### config.mk
export PLATFORM = sky130hd
export DESIGN_NAME = serial_subtractor
export DESIGN_NICKNAME = d
export VERILOG_FILES = /design/src/rtl/serial_subtractor.sv
export SDC_FILE = /design/constraint.sdc
export NUM_CORES = 1
export LEC_CHECK = 0
export CORE_MARGIN = 1.5
export CORE_UTILIZATION = 53
export DETAILED_ROUTE_END_ITERATION = 12
export PLACE_DENSITY = 0.9
export SYNTH_ARGS = -nofsm -noshare
export SYNTH_HDL_FRONTEND = slang
export SYNTH_SLANG_ARGS = --single-unit
### constraint.sdc
create_clock -name clk -period 1.8 [get_ports clk]
set_input_delay 0.45 -clock clk [delete_from_list [all_inputs] [get_ports clk]]
set_output_delay 0.45 -clock clk [all_outputs]
set_load 0.02 [all_outputs]
### src/rtl/serial_subtractor.sv
// Bit-serial subtractor: diff = a - b - bin, LSB first, one bit per clock.
// A single full-subtractor cell and a borrow flop do all the arithmetic.
module serial_subtractor #(
    parameter int WIDTH = 8
) (
    input  logic             clk,
    input  logic             rst_n,
    input  logic             start,
    input  logic [WIDTH-1:0] a,
    input  logic [WIDTH-1:0] b,
    input  logic             bin,
    output logic             busy,
    output logic             done,
    output logic [WIDTH-1:0] diff,
    output logic             bout,
    output logic             overflow
);

    localparam int CW = $clog2(WIDTH);
    localparam logic [CW-1:0] LAST   = CW'(WIDTH - 1);
    localparam logic [CW-1:0] PENULT = CW'(WIDTH - 2);

    typedef enum logic [1:0] {
        IDLE,
        SHIFT,
        DONE
    } state_t;

    state_t           state;
    logic [WIDTH-1:0] a_sr;
    logic [WIDTH-1:0] b_sr;
    logic [WIDTH-1:0] d_sr;
    logic             br;
    logic             br_msb_in;
    logic [CW-1:0]    cnt;

    logic a0;
    logic b0;
    logic d;
    logic br_next;

    always_comb begin
        a0      = a_sr[0];
        b0      = b_sr[0];
        d       = a0 ^ b0 ^ br;
        br_next = (~a0 & b0) | (~(a0 ^ b0) & br);
    end

    always_ff @(posedge clk or negedge rst_n) begin
        if (!rst_n) begin
            state     <= IDLE;
            busy      <= 1'b0;
            done      <= 1'b0;
            diff      <= '0;
            bout      <= 1'b0;
            overflow  <= 1'b0;
            a_sr      <= '0;
            b_sr      <= '0;
            d_sr      <= '0;
            br        <= 1'b0;
            br_msb_in <= 1'b0;
            cnt       <= '0;
        end else begin
            done <= 1'b0;
            unique case (state)
                IDLE, DONE: begin
                    if (start) begin
                        a_sr  <= a;
                        b_sr  <= b;
                        br    <= bin;
                        cnt   <= '0;
                        busy  <= 1'b1;
                        state <= SHIFT;
                    end else begin
                        busy  <= 1'b0;
                        state <= IDLE;
                    end
                end
                SHIFT: begin
                    a_sr <= {1'b0, a_sr[WIDTH-1:1]};
                    b_sr <= {1'b0, b_sr[WIDTH-1:1]};
                    d_sr <= {d, d_sr[WIDTH-1:1]};
                    br   <= br_next;
                    cnt  <= cnt + 1'b1;
                    // borrow entering the sign bit, kept for signed overflow
                    if (cnt == PENULT) begin
                        br_msb_in <= br_next;
                    end
                    if (cnt == LAST) begin
                        diff     <= {d, d_sr[WIDTH-1:1]};
                        bout     <= br_next;
                        overflow <= br_next ^ br_msb_in;
                        busy     <= 1'b0;
                        done     <= 1'b1;
                        state    <= DONE;
                    end
                end
                default: begin
                    busy  <= 1'b0;
                    state <= IDLE;
                end
            endcase
        end
    end

endmodule

==> impl_metrics.json, run 1 <==
{
  "cts_max_path_buffers": 2,
  "synth.largest_area_cell": "dfrtp_1",
  "synth_area_um2": 2010,
  "numCtsBuffers": 5,
  "ir_drop_v": 0.000641,
  "drv_slew": 0,
  "hp-class": "in -> async",
  "power_frac_seq": 0.429,
  "crit_path_end_kind": "primary output",
  "syn_avg_cell_area_um2": 11.1,
  "tns_ns": 0,
  "die_y_um": 64.6,
  "start_util": 0.550,
  "clock_latency_ns": 0.29,
  "postCtsHoldBufs": 0,
  "vias": 1378,
  "first_pass_iters": 5,
  "grt_pass1_wl_um": 6090,
  "mostFrequentLayoutCells": "42 x dfrtp_1, 30 x clkdlybuf4s50_1, 27 x nand2_1",
  "first_global_vias": 1340,
  "grt_util_all_layers": 0.189,
  "reg2reg_slack_ns": 0.23,
  "h-tree-depth": 2,
  "root_buffer": "clkbuf_8",
  "clkTransAtPathRegs_ns": 0.08,
  "p_total_mw": 3.97,
  "p_switching_mw": 1.46,
  "top_usage_layer": "met2",
  "synth_top_cells_by_area": "dfrtp_1 52%, mux2i_1 7.0%, nand2_1 5.0%, a211oi_1 4.9%, nor2b_1 4.4%",
  "first_iter_violations": 56,
  "grt_overflow_total": 0,
  "cts_tree": "done",
  "crit_type": "reg -> out",
  "cp_slowest_stage_delay_ns": 0.61,
  "met3_usage": 0.0417,
  "fp.coreArea_um2": 3660,
  "r2r_end": "diff[2]$_DFFE_PN0P_",
  "reg2reg_from": "cnt[0]$_DFFE_PN0P_",
  "met1_usage": 0.235,
  "p_int_mw": 2.51,
  "tightestPinTransition_ns": 0.385,
  "crit_chain": "clkdlybuf4s50_1",
  "reg2reg_depth": 4,
  "die_area_um2": 4170,
  "hold_violations": 0,
  "post_cts_resized": 0,
  "critPathArrivalTime_ns": 1.25,
  "leakage_nw": 1.07,
  "areaGrowthSynthToFinish_pct": 20.2,
  "critPathLaunchType": "flop",
  "drc": 0,
  "setup_violations": 0,
  "yosysWarnings": 0,
  "use_met2": 0.320,
  "status": "completed",
  "critPathRequiredTime_ns": 1.35,
  "cp_num_buf_inv": 1,
  "final.period_utilization": 0.945,
  "slew-limit-headroom": 0.743,
  "antenna_left": 0,
  "whs_ns": 0.0663,
  "synth_cell_types": 28,
  "clock_sinks": 42,
  "fin_nets": 235,
  "critPathMaxFanout": 2,
  "drive_gt1_frac": 0.0995,
  "ys_ff_latch": 42,
  "clkPwrFrac": 0.143,
  "final_common_cell": "dfrtp_1",
  "dp_hpwl_um": 2340,
  "place_area_um2": 2340,
  "final_area_um2": 2420,
  "grt_max_degree": 36,
  "port_buffers": 31,
  "synthesis.nets": 205,
  "wl_um": 3390,
  "postCtsSetupBuffers": 0,
  "num_rows": 22,
  "via_per_inst": 5.32,
  "diodes": 0,
  "yosysSeqAreaShare": 0.522,
  "dieWidth_um": 64.6,
  "cp_top_family": "buffers and inverters",
  "synth_top_area_frac": 0.522,
  "max_freq_mhz": 588,
  "rsz0062_at_grt": "false",
  "ioPinCount": 32,
  "power_density_nw_per_um2": 1640,
  "wire_per_inst_um": 13.1,
  "combPwrFrac": 0.428,
  "place.gp.congestion": 0.767,
  "fin_skew_ns": 0.00543,
  "min_period_ns": 1.70,
  "netSwitchingFraction": 0.369,
  "drv_cap": 0,
  "cp_slowest_cell": "clkdlybuf4s50_1",
  "synthCells": 181,
  "antenna_found_initial": 0
}
-- per-layer routing --
layer  vias up  part of all wire
li1        685                 -
met1       655              0.47
met2        32              0.49
met3         6             0.032
met4         0             0.013
met5         -                 0
-- kinds of logic (layout without fill, tap and decap cells) --
group           count (synthesis)  in the layout  synth area share
xor+xnor                        1              1           0.00435
fa+ha+maj                       4              4            0.0286
compound gates                 41             41             0.127
simple gates                   52             52             0.131
buf+inv                        18             48            0.0572
mux                            23             23             0.129
flops                          42             42             0.522
-- cell type report --
class                           count  area (um2)
Multi-Input combinational cell    121         846
Inverter                            6        22.5
Clock buffer                        5        68.8
Fill cell                         308        1240
Timing Repair Buffer               35         360
Tap cell                           48        60.1
Clock inverter                      2        10.0
Sequential cell                    42        1050
-- worst max-delay path by stage --
stage / startpoint / to / cells past startpoint
final: diff[7]$_DFFE_PN0P_ / diff[7] / 1
after global routing: diff[7]$_DFFE_PN0P_ / diff[7] / 1
after CTS: diff[7]$_DFFE_PN0P_ / diff[7] / 1
after detailed placement: start / b_sr[2]$_DFFE_PN0P_ / 5
after global placement: start / a_sr[6]$_DFFE_PN0P_ / 5
after floorplan: cnt[0]$_DFFE_PN0P_ / diff[3]$_DFFE_PN0P_ / 5
-- power by group through the flow --
stage	registers [mW]	clock network (mW)	logic, mW
6_report	1.70	0.568	1.70
5_1_grt	1.77	0.617	1.91
4_1_cts	1.71	0.584	1.72
3_5_place_dp	1.72	0	1.72
3_3_place_gp	1.69	0	1.65
2_1_floorplan	1.79	0	1.14
-- worst reg2reg max path: cells and delay by family (launching register included) --
kind / cells / cell delay (ns)
fa+ha+maj: 2 / 0.45
flops: 1 / 0.42
mux: 1 / 0.36
simple gates: 1 / 0.22
-- cell usage after synthesis (all sizes together) --
cell / count
a22o: 2
ha: 3
nand2: 27
o21ai: 8
and2b: 1
a211oi: 13
a22oi: 2
clkbuf: 1
nor2: 2
inv: 6
dfrtp: 42
nand3: 5
nand2b: 2
nor2b: 14
nand3b: 1
fa: 1
mux2i: 14
a21oi: 14
o31ai: 2
buf: 11
xor2: 1
mux2: 9
-- sequential cells by signal (all words and copies together) (netlist names) --
| register | count |
|---|---|
| d_sr | 7 |
| a_sr | 8 |
| state | 2 |
| cnt | 3 |
| b_sr | 8 |
| bout | 1 |
| done | 1 |
| diff | 8 |
| br | 1 |
| overflow | 1 |
| br_msb_in | 1 |
| busy | 1 |
-- per-stage QoR --
stage / utilization / instances / setup WS, ns
floorplan: - / 181 / 0.319
global placement: 0.639 / 252 / 0.188
detailed placement: 0.639 / 252 / 0.147
CTS: 0.661 / 259 / 0.0864
global route: 0.661 / 259 / 0.0562
finish: 0.661 / 259 / 0.0993
No activity file was read; power rests on OpenSTA's default activity.
==> run 2: changes to the inputs <==
--- a/config.mk
+++ b/config.mk
@@ -9,6 +9,7 @@
 export CORE_UTILIZATION = 53
 export DETAILED_ROUTE_END_ITERATION = 12
 export PLACE_DENSITY = 0.9
+export SKIP_CTS_REPAIR_TIMING = 1
 export SYNTH_ARGS = -nofsm -noshare
 export SYNTH_HDL_FRONTEND = slang
 export SYNTH_SLANG_ARGS = --single-unit
==> constraint.sdc (replaced) <==
create_clock -name clk -period 1.8 [get_ports clk]
set_input_delay 0.36 -clock clk [delete_from_list [all_inputs] [get_ports clk]]
set_output_delay 0.36 -clock clk [all_outputs]
set_load 0.02 [all_outputs]
==> run 2 against run 1 <==
  * Cell area about the same
  * Largest power group unchanged
  * Critical endpoint is now busy
  * Clock skew up 0.0018 ns
  * Hold slack better by 0.049 ns
  * Total power up 0.49%
==> impl_metrics.json, run 2 (synthesis results as in run 1) <==
{
  "met1_usage": 0.229,
  "critPathRequiredTime_ns": 1.44,
  "min_period_ns": 1.63,
  "p_int_mw": 2.51,
  "fin_skew_ns": 0.00723,
  "final_common_cell": "dfrtp_1",
  "slew-limit-headroom": 0.653,
  "tns_ns": 0,
  "clock_latency_ns": 0.30,
  "fin_util": 0.660,
  "grt_util_all_layers": 0.194,
  "clock_sinks": 42,
  "critPathArrivalTime_ns": 1.27,
  "critPathMaxFanout": 2,
  "final.period_utilization": 0.905,
  "max_freq_mhz": 614,
  "reg2reg_from": "cnt[0]$_DFFE_PN0P_",
  "met3_usage": 0.0625,
  "power_frac_seq": 0.424,
  "grt_overflow_total": 0,
  "port_buffers": 31,
  "fin_nets": 235,
  "hold_violations": 0,
  "ioPinCount": 32,
  "reg2reg_depth": 4,
  "netSwitchingFraction": 0.371,
  "h-tree-depth": 2,
  "crit_cells": 1,
  "dieWidth_um": 64.6,
  "top_usage_layer": "met2",
  "cts_tree": "done",
  "hp-class": "in -> async",
  "first_global_vias": 1375,
  "start_util": 0.550,
  "multi_input_area_um2": 846,
  "vias": 1365,
  "dp_slack_ns": 0.216,
  "place.gp.congestion": 0.761,
  "whs_ns": 0.115,
  "tightestPinTransition_ns": 0.521,
  "critPathLaunchType": "flop",
  "fp.coreArea_um2": 3660,
  "cp_slowest_cell": "clkdlybuf4s50_1",
  "p_total_mw": 3.99,
  "crit_start": "busy$_DFFE_PN0P_",
  "dp_hpwl_um": 2310,
  "use_met2": 0.324,
  "rsz0062_at_grt": "false",
  "drc": 0,
  "r2r_end": "diff[2]$_DFFE_PN0P_",
  "wl_um": 3380,
  "power_density_nw_per_um2": 1650,
  "reg2reg_slack_ns": 0.28,
  "combPwrFrac": 0.424,
  "final_area_um2": 2420,
  "antenna_left": 0,
  "num_rows": 22,
  "crit_chain": "clkdlybuf4s50_1",
  "clkTransAtPathRegs_ns": 0.08,
  "root_buffer": "clkbuf_8",
  "wire_per_inst_um": 13.0,
  "first_iter_violations": 74,
  "fillers": 314,
  "mostFrequentLayoutCells": "42 x dfrtp_1, 30 x clkdlybuf4s50_1, 27 x nand2_1",
  "antenna_found_initial": 0,
  "cp_top_family": "buffers and inverters",
  "crit_end": "busy",
  "place_area_um2": 2330,
  "via_per_inst": 5.25,
  "clkPwrFrac": 0.151,
  "p_switching_mw": 1.48,
  "setup_violations": 0,
  "placedCellCount": 252,
  "cp_num_buf_inv": 1,
  "fin_ws_ns": 0.171,
  "crit_type": "reg -> out",
  "areaGrowthSynthToFinish_pct": 20.1,
  "drive_gt1_frac": 0.104,
  "ir_drop_v": 0.000795,
  "cp_slowest_stage_delay_ns": 0.61,
  "die_y_um": 64.6,
  "drv_slew": 0,
  "largestRegisters": "a_sr (8), b_sr (8), diff (8)",
  "leakage_nw": 1.07,
  "cts_max_path_buffers": 2,
  "drv_cap": 0,
  "grt_pass1_wl_um": 6030,
  "status": "completed",
  "diodes": 0,
  "first_pass_iters": 4,
  "die_area_um2": 4170,
  "grt_max_degree": 43,
  "numCtsBuffers": 5,
  "fin_cells": 260,
  "crit_path_end_kind": "primary output",
  "register_area_um2": 1050
}
==> run 2: changes by cell type in the layout (fill, tap and decap cells not counted) <==
cell        change
clkinv_4        +1
buf_4           +1
clkinvlp_4      +1
clkinv_2        -1
buf_12          -1
==> run 2: metal layers <==
layer  vias up  wire length, um
li1        685                -
met1       637             1530
met2        36             1660
met3         7              140
met4         0               61
met5         -                0
==> run 2: worst min-delay path by stage <==
stage / end / startpoint / slack [ns] / cells after the start
after floorplan: a_sr[0]$_DFFE_PN0P_ / rst_n / 0.06 / 0
after global placement: overflow$_DFFE_PN0P_ / rst_n / 0.45 / 2
after detailed placement: done$_DFF_PN0_ / rst_n / 0.46 / 2
after CTS: d_sr[4]$_DFFE_PN0P_ / rst_n / 0.13 / 2
after global routing: done$_DFF_PN0_ / rst_n / 0.15 / 2
final: br_msb_in$_DFFE_PN0P_ / rst_n / 0.12 / 2
==> run 2: cell type report <==
cell class | instances | area share
multi-input combinational | 121 | 0.350
clock inverter | 3 | 0.00880
tap | 48 | 0.0248
clock buffer | 5 | 0.0285
timing repair buffer | 35 | 0.144
sequential | 42 | 0.435
inverter | 6 | 0.00932
==> run 2: power groups by stage <==
stage	clock (mW)	sequential [mW]	combinational, mW
after detailed placement	0	1.71	1.72
final	0.604	1.69	1.69
after floorplan	0	1.79	1.14
after CTS	0.626	1.70	1.72
after global placement	0	1.70	1.66
after global routing	0.669	1.76	1.91
==> run 3: changes to the inputs <==
--- a/config.mk
+++ b/config.mk
@@ -9,7 +9,6 @@
 export CORE_UTILIZATION = 53
 export DETAILED_ROUTE_END_ITERATION = 12
 export PLACE_DENSITY = 0.9
-export SKIP_CTS_REPAIR_TIMING = 1
 export SYNTH_ARGS = -nofsm -noshare
 export SYNTH_HDL_FRONTEND = slang
 export SYNTH_SLANG_ARGS = --single-unit
==> results of run 3 <==
Same layout as run 2: the final DEF is identical, and so are final timing and power.
==> variant, RTL diff (flow settings as in run 1) <==
The parameter `WIDTH` goes from 8 to 16.
--- a/src/rtl/serial_subtractor.sv
+++ b/src/rtl/serial_subtractor.sv
@@ -1,7 +1,7 @@
 // Bit-serial subtractor: diff = a - b - bin, LSB first, one bit per clock.
 // A single full-subtractor cell and a borrow flop do all the arithmetic.
 module serial_subtractor #(
-    parameter int WIDTH = 8
+    parameter int WIDTH = 16
 ) (
     input  logic             clk,
     input  logic             rst_n,
Interface: changed (resized a, b and diff); port bits go from 32 to 56. The function was not compared with the original's and may differ.
==> variant against run 1 <==
Sequential cell count is 32 higher; area after synthesis is 54% higher; final area is 65% higher; non-clock buffer count is 33 higher; die area is 51% higher; synthesized cell count is 55% higher; maximum frequency is 3.2% lower; worst setup slack worse by 57 ps; power is 72% higher; routed wire length is 85% higher; core utilization is 5.6 points higher.
==> variant: results (changes against run 1) <==
| Metric | Value |
|---|---|
| Number of H-tree levels | `3 (+1)` |
| Largest regs | `a_sr (16), b_sr (16), diff (16)` |
| Post-CTS sizing | `2 (+2)` |
| Pre-CTS setup slack | `18.16 ps (-128.8 ps)` |
| Distinct cells, synth | `31 (+11%)` |
| GRT Util Overall | `22.24% (+3.4 points)` |
| WHS | `47.42 ps (-18.91 ps)` |
| # nets final | `377 (+60%)` |
| DR iter-0 viols | `121 (+120%)` |
| WL final | `6267 microns (+85%)` |
| Worst R2R End | `diff[13]` |
| Routability cong. | `0.7601 (-0.83%)` |
| Synthesized net count | `319 (+56%)` |
| Adder-cell share of the synthesized area | `1.453% (-1.4 points)` |
| 1st-pass router iterations | `4 (-1)` |
| Launch point of the worst path | `diff[8]` |
| R2R cell count | `3 (-1)` |
| Synth area leaders | `dfrtp_1 (60%), nand2_1 (9.2%), a22oi_1 (7.0%)` |
| Compound-Gate Fraction of Synth Area | `9.241% (-3.4 points)` |
| Status | `finished clean` |
| Largest net degree at the start of global routing | `38 (+5.6%)` |
| Layout cells sized above 1 | `14.58% (+4.6 points)` |
| DR vias/cell | `5.617 (+5.6%)` |
| P_sw | `2.406 mW (+64%)` |
| First-pass GRT wire length | `10610 microns (+74%)` |
| Crit path DAT | `1310 ps (+60 ps)` |
| XOR/XNOR Fraction of Synth Area | `0.2825% (-0.15 points)` |
[variant: worst register-to-register path, stage by stage (launching register included)]
cell and delay (ps):
dfrtp_1 420, ha_1 250, and4_4 450, mux2_2 390
[variant: metrics by stage]
step                total power, mW  std cells  cell area (sq um)
finish                        6.837        415               3994
global route                  7.269        415               3994
CTS                           6.897        415               3979
detailed placement            5.424        399               3752
global placement              5.249        399               3752
floorplan                     4.457        280               3100
[variant: how the worst max path moves through the flow]
| stage | end | slack, ps | cells past startpoint |
|---|---|---|---|
| floorplan | diff[10] | 150 | 6 |
| global placement | br | 50 | 4 |
| detailed placement | br | 20 | 4 |
| CTS | diff[15] | 8 | 1 |
| global route | diff[8] | 0.2 | 1 |
| finish | diff[8] | 40 | 1 |
[variant: cell type report]
| cell class | instances | area (sq um) | share of cell area, % |
|---|---|---|---|
| flip-flops and latches | 74 | 1852 | 46.37 |
| multi-input cells | 181 | 1125 | 28.16 |
| repair buffers | 68 | 683.2 | 17.11 |
| clock buffers | 12 | 155.1 | 3.885 |
| well taps | 72 | 90.09 | 2.256 |
| clock inverters | 4 | 73.82 | 1.848 |
| inverters | 4 | 15.01 | 0.3759 |
[variant: routing by layer]
layer	part of all wire, %	track usage (%)
met3	5.1	4.457
met5	0	0
met1	43	29.51
met2	49	35.08
met4	2.1	10.53
[variant: cell families after synthesis]
group / after synthesis
XOR/XNOR: 1
flip-flops: 74
multiplexers: 21
AO/OA/AOI/OAI: 38
buffers and inverters: 25
AND/OR/NAND/NOR: 118
adder cells (fa/ha/maj): 3
[variant: power groups by stage]
| stage | Combinational (mW) | Clock (mW) | Sequential, mW |
|---|---|---|---|
| 6_report | 2.53 | 1.46 | 2.84 |
| 2_1_floorplan | 1.50 | 0 | 2.96 |
| 5_1_grt | 2.80 | 1.55 | 2.92 |
| 3_5_place_dp | 2.56 | 0 | 2.87 |
| 3_3_place_gp | 2.42 | 0 | 2.83 |
| 4_1_cts | 2.57 | 1.48 | 2.84 |
